[config.mk]
export PLATFORM = sky130hd
export DESIGN_NAME = fir_decim_buffer_flat
export DESIGN_NICKNAME = d
export VERILOG_FILES = /design/src/rtl/fir_decim_buffer_if.sv /design/src/rtl/fir_decim_buffer.sv /design/src/flat_wrapper.sv
export SDC_FILE = /design/constraint.sdc
export NUM_CORES = 1
export LEC_CHECK = 0
export BUFFER_PORTS_ARGS = -buffer_cell sky130_fd_sc_hd__buf_2
export CORE_ASPECT_RATIO = 1.1
export CORE_UTILIZATION = 45
export DETAILED_ROUTE_END_ITERATION = 8
export GPL_TIMING_DRIVEN = 0
export PLACE_DENSITY = 0.73
export SLEW_MARGIN = 10
export SYNTH_ARGS = -nofsm -noshare
export SYNTH_HDL_FRONTEND = slang
export SYNTH_SLANG_ARGS = --single-unit
[constraint.sdc]
create_clock -name clock -period 6.4 [get_ports clock]
set_clock_uncertainty 0.2 [all_clocks]
set_input_delay 1.28 -clock clock [delete_from_list [all_inputs] [get_ports clock]]
set_output_delay 1.28 -clock clock [all_outputs]
set_load 0.03 [all_outputs]
[src/rtl/fir_decim_buffer_if.sv]
// fir_decim_buffer_if: sample-in / FIFO-out handshake bundle for fir_decim_buffer
interface fir_decim_buffer_if #(
  parameter int WIDTH = 8,
  parameter int DEPTH = 16
);
  logic in_valid;
  logic [WIDTH-1:0] in_data;
  logic out_valid;
  logic out_ready;
  logic [WIDTH-1:0] out_data;
  logic [$clog2(DEPTH+1)-1:0] level;
  logic overflow;
  modport master (
    output in_valid, in_data, out_ready,
    input out_valid, out_data, level, overflow
  );
  modport slave (
    input in_valid, in_data, out_ready,
    output out_valid, out_data, level, overflow
  );
endinterface

[src/rtl/fir_decim_buffer.sv]
// fir_decim_buffer: drops filter warm-up samples, decimates, and buffers kept samples in a FWFT FIFO
module fir_decim_buffer #(
  parameter int WIDTH  = 8,
  parameter int SETTLE = 299,
  parameter int DECIM  = 4,
  parameter int DEPTH  = 16
) (
  input logic clock,
  input logic reset,
  fir_decim_buffer_if.slave bus
);
  localparam int AW = $clog2(DEPTH);
  localparam int LW = $clog2(DEPTH + 1);
  localparam int SW = SETTLE > 0 ? $clog2(SETTLE + 1) : 1;
  localparam int PW = DECIM > 1 ? $clog2(DECIM) : 1;
  localparam logic [0:0] FILL = 1'b0;
  localparam logic [0:0] RUN  = 1'b1;
  localparam logic [0:0] INIT = SETTLE == 0 ? RUN : FILL;
  logic [0:0] state;
  logic [SW-1:0] settle_cnt;
  logic [PW-1:0] phase;
  logic [AW-1:0] wr_ptr, rd_ptr;
  logic [WIDTH-1:0] mem [DEPTH];
  logic [LW-1:0] level;
  logic [WIDTH-1:0] head, head_next;
  logic overflow, keep, pop, full, push, drop;
  assign keep = state == RUN && bus.in_valid && phase == '0;
  assign pop  = level != '0 && bus.out_ready;
  assign full = level == LW'(DEPTH);
  assign push = keep && (!full || pop);
  assign drop = keep && full && !pop;
  // head bypasses the array when the kept sample lands in an empty (or emptying) FIFO
  always_comb begin
    head_next = push && (level == '0 || (pop && level == LW'(1))) ? bus.in_data :
                pop && level > LW'(1) ? mem[rd_ptr + AW'(1)] : head;
  end
  always_ff @(posedge clock) begin
    if (!reset && push) mem[wr_ptr] <= bus.in_data;
  end
  always_ff @(posedge clock) begin
    if (reset) begin
      state      <= INIT;
      settle_cnt <= '0;
      phase      <= '0;
      wr_ptr     <= '0;
      rd_ptr     <= '0;
      level      <= '0;
      head       <= '0;
      overflow   <= 1'b0;
    end else begin
      if (state == FILL && bus.in_valid) begin
        settle_cnt <= settle_cnt + SW'(1);
        if (settle_cnt == SW'(SETTLE - 1)) state <= RUN;
      end
      if (state == RUN && bus.in_valid) phase <= phase == PW'(DECIM - 1) ? '0 : phase + PW'(1);
      if (push) wr_ptr <= wr_ptr + AW'(1);
      if (pop) rd_ptr <= rd_ptr + AW'(1);
      level <= level + LW'(push) - LW'(pop);
      head  <= head_next;
      if (drop) overflow <= 1'b1;
    end
  end
  assign bus.out_valid = level != '0;
  assign bus.out_data  = head;
  assign bus.level     = level;
  assign bus.overflow  = overflow;
endmodule

[src/flat_wrapper.sv]
// flat-port wrapper written by rule: the top's interface ports become plain ports
module fir_decim_buffer_flat 
#(
  parameter int WIDTH  = 8,
  parameter int SETTLE = 299,
  parameter int DECIM  = 4,
  parameter int DEPTH  = 16
)
  (clock, reset, bus_in_valid, bus_in_data, bus_out_ready, bus_out_valid, bus_out_data, bus_level, bus_overflow);
  fir_decim_buffer_if #(.WIDTH(WIDTH), .DEPTH(DEPTH)) bus_i ();
  input logic clock;
  input logic reset;
  input wire logic [$bits(bus_i.in_valid)-1:0] bus_in_valid;
  input wire logic [$bits(bus_i.in_data)-1:0] bus_in_data;
  input wire logic [$bits(bus_i.out_ready)-1:0] bus_out_ready;
  output wire logic [$bits(bus_i.out_valid)-1:0] bus_out_valid;
  output wire logic [$bits(bus_i.out_data)-1:0] bus_out_data;
  output wire logic [$bits(bus_i.level)-1:0] bus_level;
  output wire logic [$bits(bus_i.overflow)-1:0] bus_overflow;
  assign bus_i.in_valid = bus_in_valid;
  assign bus_i.in_data = bus_in_data;
  assign bus_i.out_ready = bus_out_ready;
  assign bus_out_valid = bus_i.out_valid;
  assign bus_out_data = bus_i.out_data;
  assign bus_level = bus_i.level;
  assign bus_overflow = bus_i.overflow;
  fir_decim_buffer #(.WIDTH(WIDTH), .SETTLE(SETTLE), .DECIM(DECIM), .DEPTH(DEPTH)) u_core (.clock(clock), .reset(reset), .bus(bus_i));
endmodule
== Word level (Yosys, flattened, before mapping) ==
Memories as Yosys holds them, arrays and structs flattened.
Cells that the tools add are included.
Word-level totals
  register bits: 34
  RAM bits: 128
  bits of input ports: 12
  output and inout bits: 15
  logic and storage cells: 47
  memories kept: 1
Memories
  u_core.mem: words 16, width 8, rd ports 1, clocked after memory_dff 0, write ports 1, RTL line fir_decim_buffer.sv:23  | logic [WIDTH-1:0] mem [DEPTH];
Operators by class
  $add $sub $neg: 6
  magnitude comparators: 1
  eq/ne operators: 4
  multiplexer cells: 5
  bitwise gates (word level): 1
  reductions and logical operators: 21
Operators by type and width (count)
  $mux W8: 2
  $logic_and A1 B1 Y1: 11
  $add A9 B1 Y9 const B: 1
  $eq A9 B9 Y1 const B: 1
  $add A4 B1 Y4 const B: 2
  $add A5 B1 Y5: 1
  $eq A5 B1 Y1 const B: 1
  $eq A5 B5 Y1 const B: 1
  $gt A5 B1 Y1 const B: 1
  $logic_not A5 Y1: 1
  $reduce_bool A5 Y1: 1
  $sub A5 B1 Y5: 1
  $logic_not A1 Y1: 3
  $add A2 B1 Y2 const B: 1
  $eq A2 B2 Y1 const B: 1
  $logic_not A2 Y1: 1
  $logic_or A1 B1 Y1: 2
  $mux W1: 2
  $mux W2: 1
  $reduce_and A2 Y1: 1
  $reduce_bool A2 Y1: 1
  $not A1 Y1: 1

== Longest topological paths before layout ==
  depth in word-level cells: 7
  depth in mapped cells: 12

== Worst setup path before layout ==
OpenSTA, ideal clock, no wires.
  path kind: input to register
  start: input port bus_out_ready
  end: register u_core.level[4] (netlist: u_core.bus.level[4])
  library setup time: 0.070 ns
  data arrival time: 3.111 ns
  data required time: 6.130 ns
  path slack: 3.019 ns
  stages on the path: 9
  path through: nor4b_1 -> a21oi_1 -> buf_2 -> ha_1 -> fa_1 -> a21oi_1 -> nor2_1 -> or3_1 -> a21oi_1
On the way
  word-level cells in the longest chain between the ends: 5
RTL lines
  start: declaration: RTL line flat_wrapper.sv:15  | input wire logic [$bits(bus_i.out_ready)-1:0] bus_out_ready;
  $logic_and A1 B1 Y1 *: RTL line fir_decim_buffer.sv:28  | assign pop = level != '0 && bus.out_ready;
  $logic_or A1 B1 Y1: RTL line fir_decim_buffer.sv:30  | assign push = keep && (!full || pop);
  $logic_and A1 B1 Y1: RTL line fir_decim_buffer.sv:30
  $add A5 B1 Y5: RTL line fir_decim_buffer.sv:58  | level <= level + LW'(push) - LW'(pop);
  $sub A5 B1 Y5 *: RTL line fir_decim_buffer.sv:58
  end signal: assignment: RTL line fir_decim_buffer.sv:58
  end: declaration: RTL line fir_decim_buffer.sv:24  | logic [LW-1:0] level;
Mark *: on every way between the ends. The rest lies on a longest branch, timed or not.
A chain may end at the register's enable or synchronous reset.

== Final worst setup path ==
Ends and elaborated chain as after synthesis.

==> results.toml <==
[outcome]
status = "complete, no violations"

[logic_synthesis]
synth_top_area_share_pct = 57.07
ys_types = 42
yosysWarningCount = 0
synth_nets = 495
ys_seq_area_share_pct = 67.17
ys_ff_latch = 162
yosysTopAreaCell = "edfxtp_1"
synthTopCellsByArea = "edfxtp_1 (57%), dfxtp_1 (10%), mux2i_1 (9.7%)"
syn_inst = 465
syn_area_um2 = 6735
syn_avg_cell_area_um2 = 14.48

[clock_tree]
cts-buffers-inserted = 17
clk_latency_ns = 0.42
cts_setup_buffers = 0
ctsHoldBuffers = 0
cts_buffer_depth = 2
htree_levels = 4
clock_sinks = 162
cts_tree = "done"
clock-root-buffer = "clkbuf_16"
cts_resized = 0
clk_pin_slew_worst_paths_ns = 0.06

[global_route]
antenna_found_initial = 0
grt_overflow_total = 0
grt_max_degree = 18
grt_pass1_wl_mm = 21.77
grt_pass1_vias = 3942
track_usage_pct = 19.50

[floorplanning]
fp.dieW_um = 118.6
start_util_pct = 46.44
coreArea_um2 = 14500
fp.dieH_um = 130.3
dieArea_um2 = 15460
rows = 46
io_pins = 27

[worst_setup_path]
rr_worst_depth = 12
crit_start = "bus_out_ready"
r2r-end = "u_core.bus.level[4]$_SDFF_PP0_"
regToRegSetupSlack_ns = 3.17
start_kind = "input port"
cp_max_fo = 10
cp.required_ns = 6.54
end_kind = "register"
setup.worst_path.class = "input port to register"
worst_ep_arrival_time_ns = 3.51
r2r_start = "u_core.bus.level[2]$_SDFF_PP0_"

[cells_and_area]
nNetsFinal = 540
antenna_cells = 0
drive_gt1_share_pct = 15.30
layout_commonest_cell = "edfxtp_1"
layout_common_cells = "edfxtp_1 (128), mux2i_1 (65), nor2_1 (41)"
final_cells = 715
area_growth_pct = 14.53
n_fill_cell = 1178
postLayoutCellArea_um2 = 7714

[flow_run]
cap_violations = 0

[worst_hold_path]
hold_path_end = "u_core.bus.overflow$_SDFFE_PP0P_"
hp-start = "u_core.bus.overflow$_SDFFE_PP0P_"
hold_depth = 2
holdCritPathClass = "register to register"

[place]
placed_cell_area_um2 = 7106
hpwl_mm = 9.250
io_buffers = 26
dp_slack_ns = 2.633
dpl.cell_count = 683
gp_congestion = 0.8502

[sta]
hold_violations = 0
finalWorstSetupSlack_ns = 3.032
rsz0062_at_grt = "no"
slew_violations = 0
slew_headroom_pct = 36.63
timing.final.crit_share_pct = 52.62
max_freq_mhz = 296.9
setup_violations = 0
finalCriticalPeriod_ns = 3.368
final.setup.tns_ns = 0
worst_slew_pin_slew_ns = 0.9470

[detailed_routing]
wirelength_mm = 13.99
post-route-drc-count = 0
route.antenna.remaining_nets = 0
via_per_inst = 5.505
wl_met2_mm = 7.400
dr.first_iter.drc_count = 296
wl_per_cell_um = 19.57
maxUsedRoutingLayer = "met4"
dr_total_vias = 3936
wl_met1_mm = 5.810
wl_met3_um = 534
dr.pass1.iters = 5

[power_and_ir_drop]
power.density_nw_per_um2 = 416.9
finalPower_uw = 3216
leakagePower_uw = 0.002697
irDropWorstVdd_v = 0.0002102
-- worst max-delay path: stages --
cell and delay, ns:
buf_2 0.13, nor4b_1 0.36, a21oi_1 0.20, buf_2 0.22
ha_1 0.23, fa_1 0.41, a21oi_1 0.17, nor2_1 0.06
or3_1 0.31, a21oi_1 0.14
-- cell type report --
| type | count | area [µm²] | area share, % |
|---|---|---|---|
| Multi-Input combinational cell | 271 | 2042 | 26.47 |
| Timing Repair Buffer | 26 | 130.1 | 1.687 |
| Sequential cell | 162 | 4524 | 58.65 |
| Clock buffer | 18 | 429.2 | 5.564 |
| Buffer | 19 | 120.1 | 1.557 |
| Clock inverter | 14 | 178.9 | 2.320 |
| Inverter | 13 | 48.80 | 0.6326 |
| Tap cell | 192 | 240.2 | 3.114 |
-- cells by family after synthesis --
family                   Yosys count  share of synthesized area (%)
AO/OA/AOI/OAI                     67                          7.561
AND/OR/NAND/NOR                  106                          7.691
XOR/XNOR                          15                          1.950
flip-flops                       162                          67.17
buffers and inverters             32                          2.508
multiplexers                      65                          9.660
adder cells (fa/ha/maj)           18                          3.455
-- per-stage QoR --
stage	hold slack [ns]	utilization, %
6_report	0.2712	53.18
2_1_floorplan	0.2530	-
3_5_place_dp	0.2692	48.99
5_1_grt	0.3155	53.18
4_1_cts	0.2836	53.18
3_3_place_gp	0.2492	48.99
-- how the worst max path moves through the flow --
| stage | endpoint | slack (ns) | cells past startpoint |
|---|---|---|---|
| 3_3_place_gp | u_core.bus.level[4]$_SDFF_PP0_ | 2.64 | 10 |
| 6_report | u_core.bus.level[4]$_SDFF_PP0_ | 3.03 | 10 |
| 4_1_cts | u_core.bus.level[4]$_SDFF_PP0_ | 3.05 | 10 |
| 3_5_place_dp | u_core.bus.level[4]$_SDFF_PP0_ | 2.63 | 10 |
| 5_1_grt | u_core.bus.level[4]$_SDFF_PP0_ | 2.86 | 10 |
| 2_1_floorplan | u_core.bus.level[4]$_SDFF_PP0_ | 3.02 | 9 |
-- flip-flops by register name, summed over array words and instances (netlist names) --
signal and count:
u_core.bus.overflow 1, u_core.bus.out_data 8, u_core.wr_ptr 4, u_core.rd_ptr 4, u_core.bus.level 5, u_core.phase 2
u_core.state 1, u_core.mem 128, u_core.settle_cnt 9
-- cells in the mapped netlist (all sizes together) --
| master | n |
|---|---|
| mux2i | 65 |
| nand2 | 23 |
| a21oi | 10 |
| nand3 | 11 |
| nor3b | 1 |
| buf | 16 |
| nand3b | 1 |
| inv | 13 |
| xnor2 | 5 |
| or3b | 1 |
| nor3 | 3 |
| xor2 | 10 |
| ha | 17 |
| edfxtp | 128 |
| nor2 | 41 |
| and2b | 1 |
| a41oi | 1 |
| nor4b | 2 |
| a211oi | 1 |
| clkbuf | 3 |
| nand4 | 5 |
| o31a | 1 |
| and3b | 1 |
| o221ai | 8 |
| fa | 1 |
| dfxtp | 34 |
| o21ai | 4 |
| and3 | 5 |
| or3 | 5 |
| nand2b | 1 |
| and2 | 1 |
| nor2b | 4 |
| a22oi | 40 |
| o21a | 1 |
| o211ai | 1 |
-- power by group --
| group | switching, µW | internal, µW |
|---|---|---|
| registers | 44.7 | 1180 |
| clock network | 411 | 620 |
| logic | 573 | 392 |
-- per-layer routing --
metal  vias up  GRT usage (%)
met5         -              0
met4         0          8.935
met3        26          3.759
met2        93          35.64
met1      1964          22.24
li1       1853              -
Note: power is estimated with default switching activity, not from simulation.
